### src/rtl/step_pulse_gen.sv
// Push-button to single-cycle step enable: 2-FF synchroniser, counter debounce,
// press edge detection and optional auto-repeat while the button is held.
module step_pulse_gen #(
  parameter int unsigned DEBOUNCE_CYCLES = 500_000,
  parameter int unsigned REPEAT_DELAY    = 50_000_000,
  parameter int unsigned REPEAT_PERIOD   = 10_000_000,
  parameter int unsigned CNT_W           = 26
) (
  input  logic        clk,
  input  logic        rst,
  input  logic        button,
  input  logic        repeat_en,
  output logic        step,
  output logic        btn_state,
  output logic [15:0] step_count
);

  localparam logic [CNT_W-1:0] DEB_LAST = CNT_W'(DEBOUNCE_CYCLES - 1);
  localparam logic [CNT_W-1:0] DLY_LAST = CNT_W'(REPEAT_DELAY - 1);
  localparam logic [CNT_W-1:0] PER_LAST = CNT_W'(REPEAT_PERIOD - 1);

  typedef enum logic [1:0] {
    ST_IDLE,
    ST_HOLD,
    ST_REPEAT
  } state_t;

  state_t           state;
  logic             sync_ff;
  logic             btn_sync;
  logic [CNT_W-1:0] deb_cnt;
  logic [CNT_W-1:0] rpt_cnt;

  always_ff @(posedge clk or posedge rst) begin
    if (rst) begin
      sync_ff  <= 1'b0;
      btn_sync <= 1'b0;
    end else begin
      sync_ff  <= button;
      btn_sync <= sync_ff;
    end
  end

  // Any sample agreeing with the current level restarts the stability count.
  always_ff @(posedge clk or posedge rst) begin
    if (rst) begin
      btn_state <= 1'b0;
      deb_cnt   <= '0;
    end else if (btn_sync == btn_state) begin
      deb_cnt <= '0;
    end else if (deb_cnt == DEB_LAST) begin
      btn_state <= ~btn_state;
      deb_cnt   <= '0;
    end else begin
      deb_cnt <= deb_cnt + 1'b1;
    end
  end

  always_ff @(posedge clk or posedge rst) begin
    if (rst) begin
      state      <= ST_IDLE;
      rpt_cnt    <= '0;
      step       <= 1'b0;
      step_count <= '0;
    end else begin
      step <= 1'b0;
      unique case (state)
        ST_IDLE: begin
          if (btn_state) begin
            step       <= 1'b1;
            step_count <= step_count + 16'd1;
            rpt_cnt    <= '0;
            state      <= ST_HOLD;
          end
        end
        ST_HOLD: begin
          if (!btn_state) begin
            rpt_cnt <= '0;
            state   <= ST_IDLE;
          end else if (!repeat_en) begin
            rpt_cnt <= '0;
          end else if (rpt_cnt == DLY_LAST) begin
            step       <= 1'b1;
            step_count <= step_count + 16'd1;
            rpt_cnt    <= '0;
            state      <= ST_REPEAT;
          end else begin
            rpt_cnt <= rpt_cnt + 1'b1;
          end
        end
        ST_REPEAT: begin
          // Release is tested first so it wins over a simultaneous period expiry.
          if (!btn_state) begin
            rpt_cnt <= '0;
            state   <= ST_IDLE;
          end else if (!repeat_en) begin
            rpt_cnt <= '0;
            state   <= ST_HOLD;
          end else if (rpt_cnt == PER_LAST) begin
            step       <= 1'b1;
            step_count <= step_count + 16'd1;
            rpt_cnt    <= '0;
          end else begin
            rpt_cnt <= rpt_cnt + 1'b1;
          end
        end
        default: begin
          rpt_cnt <= '0;
          state   <= ST_IDLE;
        end
      endcase
    end
  end

endmodule
### config.mk
export PLATFORM = sky130hd
export DESIGN_NAME = step_pulse_gen
export DESIGN_NICKNAME = d
export VERILOG_FILES = /design/src/rtl/step_pulse_gen.sv
export SDC_FILE = /design/constraint.sdc
export NUM_CORES = 1
export LEC_CHECK = 0
export ABC_AREA = 1
export CAP_MARGIN = 40
export CELL_PAD_IN_SITES_DETAIL_PLACEMENT = 0
export CELL_PAD_IN_SITES_GLOBAL_PLACEMENT = 2
export CORE_MARGIN = 2
export CORE_UTILIZATION = 31
export DETAILED_ROUTE_END_ITERATION = 12
export HOLD_SLACK_MARGIN = 0.02
export MAX_ROUTING_LAYER = met4
export PLACE_DENSITY = 0.75
export SYNTH_ARGS = -nofsm -noshare
export SYNTH_HDL_FRONTEND = slang
export SYNTH_SLANG_ARGS = --single-unit
### constraint.sdc
create_clock -name clk -period 2.2 [get_ports clk]
set_input_delay 0.33 -clock clk [delete_from_list [all_inputs] [get_ports clk]]
set_output_delay 0.33 -clock clk [all_outputs]
set_load 0.05 [all_outputs]
==> flow_summary.ini <==
[status]
status = finished, final reports clean

[hold_path]
hp-start = sync_ff
hold_depth = 0
holdPathEnd = btn_sync
min_path_type = reg2reg

[finish]
antennaDiodeCount = 0
nNetsFinal = 701
utilization_pct = 36.9
stdcell_area_mm2 = 0.00538
area_growth_pct = 16.2
drive_above_1_share_pct = 5.48

[worst_setup_path]
ff2ff_path_depth = 10
rr_endpoint = rpt_cnt[12]
end_kind = output port
cpPeakStageDelay_ps = 880
crit_path_start_kind = register
crit_chain = clkdlybuf4s50_1
critPathArrivalTime_ps = 1790
path_delay_family = buffers and inverters
crit_slowest_cell = clkdlybuf4s50_1
rrSetupSlack_ps = 240
crit_fanout = 9
timing_worst_setup_path_type = reg2out
regToRegStartpoint = rpt_cnt[0]
crit_required_ps = 1870
path_buf_inv = 1

[synthesis]
synth.avg_cell_area_um2 = 7.00
yosys-top-cells-count = nand2_1 (216), nor2_1 (96), dfrtp_1 (74)
synth_top_area_cell = dfrtp_1
synth.top_cell.area_share_pct = 40.0
syn_nets = 674
synth_edf_count = 0
yosysSeqAreaShare_pct = 40.0
synth_cell_types = 28
yosys_most_used_dff = dfrtp_1
ys_warn_count = 0
synthTopCellsByArea = dfrtp_1 (40%), nand2_1 (17%), nor2_1 (7.8%)
netlist_instances = 662
async_flop_share_pct = 100
yosys.cell_count.top_type = nand2_1
synth_seq_cells = 74
synthesis.area_mm2 = 0.00463

[clock_network]
clkLatencyLatePin_ps = 340
cts_setup_buffers = 0
ctsHtreeMaxLevel = 3
tritoncts = built
ctsResizeCount = 0
cts.path.max_buffers = 2
cts_buffers = 9
path_clk_slew_ps = 60
clock_sinks = 74
cts_hold_buf = 0
cts_root_buf = clkbuf_16

[floorplanning]
dieArea_mm2 = 0.0159
rows = 44
core_mm2 = 0.0146
pin_count = 22
die_w_um = 126
start_util_pct = 31.8
die_y_um = 126

[sta]
setup_tns_ps = 0
hold_violations = 0
fin_crit_ps = 2120
fmax_mhz = 471
rsz0062_at_grt = no
maxSlewViolCount = 0
worstMarginPinSlew_ps = 591
clock_skew_ps = 8.08
slew_headroom_pct = 60.3
fin_crit_sh_pct = 96.5
setup_violations = 0

[place]
place_area_mm2 = 0.00509
portBuffers = 21
dpl.hpwl_um = 8560
gp_congestion = 0.837

[grt]
grt_pass1_wl_um = 20500
grt.total_usage_pct = 16.4
grt_max_degree = 75
grt_pass1_vias = 4249
grt_antenna_before_repair = 0
grt_overflow_total = 0

[drt]
vias = 4137
wirelength_um = 11900
via_per_inst = 4.72
postRouteAntennaNets = 0
drt-initial-drc-count = 194
route.detailed.drc = 0
first_pass_iters = 5
wire_per_inst_um = 13.5

[power_and_ir_drop]
p_leak_nw = 2.70
ir_drop_v = 0.000374
p_per_area_mw_per_mm2 = 541

[run]
drv_cap = 0
-- report_power, final --
part	internal, mW	switching [mW]	total [mW]
registers	1.37	0.00375	1.37
clock network	0.873	0.610	1.48
logic	0.0134	0.0430	0.0564
total	2.25	0.656	2.91
-- worst max-delay path by stage --
stage                           from            end  cells past startpoint
final                      btn_state      btn_state                      1
after global routing       btn_state      btn_state                      1
after CTS                  btn_state      btn_state                      1
after detailed placement  rpt_cnt[0]    rpt_cnt[12]                     10
after global placement    rpt_cnt[0]    rpt_cnt[13]                     10
after floorplan            btn_state  step_count[2]                      9
-- flip-flops by register name (all words and copies together), names as in the netlist --
register	flops
rpt_cnt	26
step_count	16
sync_ff	1
deb_cnt	26
step	1
state	2
btn_sync	1
btn_state	1
-- layout make-up --
cell class	count	area, µm²
fillers	1568	9210
multi-input cells	507	2460
flip-flops and latches	74	1850
repair buffers	31	298
inverters	66	251
well taps	184	230
clock buffers	9	225
clock inverters	6	66.3
-- cell families (layout without fill, tap and decap cells) --
logic type | after synthesis | count (layout) | share of synthesized area, %
AND/OR/NAND/NOR | 443 | 443 | 41.4
buffers and inverters | 81 | 112 | 6.99
flip-flops | 74 | 74 | 40.0
XOR/XNOR | 39 | 39 | 7.37
AO/OA/AOI/OAI | 17 | 17 | 2.13
adder cells (fa/ha/maj) | 8 | 8 | 2.16
-- layout by cell type (no fill, tap or decap), types with 4 or more instances in the layout --
master	synthesis	routed
a21oi_1	9	9
buf_4	2	9
clkbuf_16	0	9
clkdlybuf4s50_1	0	21
clkinvlp_4	0	4
dfrtp_1	74	74
ha_1	8	8
inv_1	66	65
nand2_1	216	216
nand2_2	4	4
nand3_1	67	67
nand3b_1	12	12
nand4_1	17	17
nor2_1	96	95
nor2_2	3	4
nor3_1	14	14
nor3b_1	7	7
o21ai_0	5	5
xnor2_1	10	10
xor2_1	29	29
-- per-stage QoR --
stage	power, mW	setup slack, ps	hold slack, ps	cells
after global routing	3.03	27.3	371	877
final	2.91	78.1	360	877
after CTS	2.97	39.4	363	877
after detailed placement	1.46	253	338	862
after floorplan	1.43	409	331	662
after global placement	1.46	288	346	862
-- routing by layer --
layer	wire length, µm	GRT usage [%]	part of all wire (%)	up-vias
li1	-	-	-	2139
met1	5770	20.0	49	1943
met2	5660	27.0	48	43
met3	281	3.53	2.4	12
met4	169	5.56	1.4	0
met5	0	-	0	-
Power figures use the tool's default switching activity.
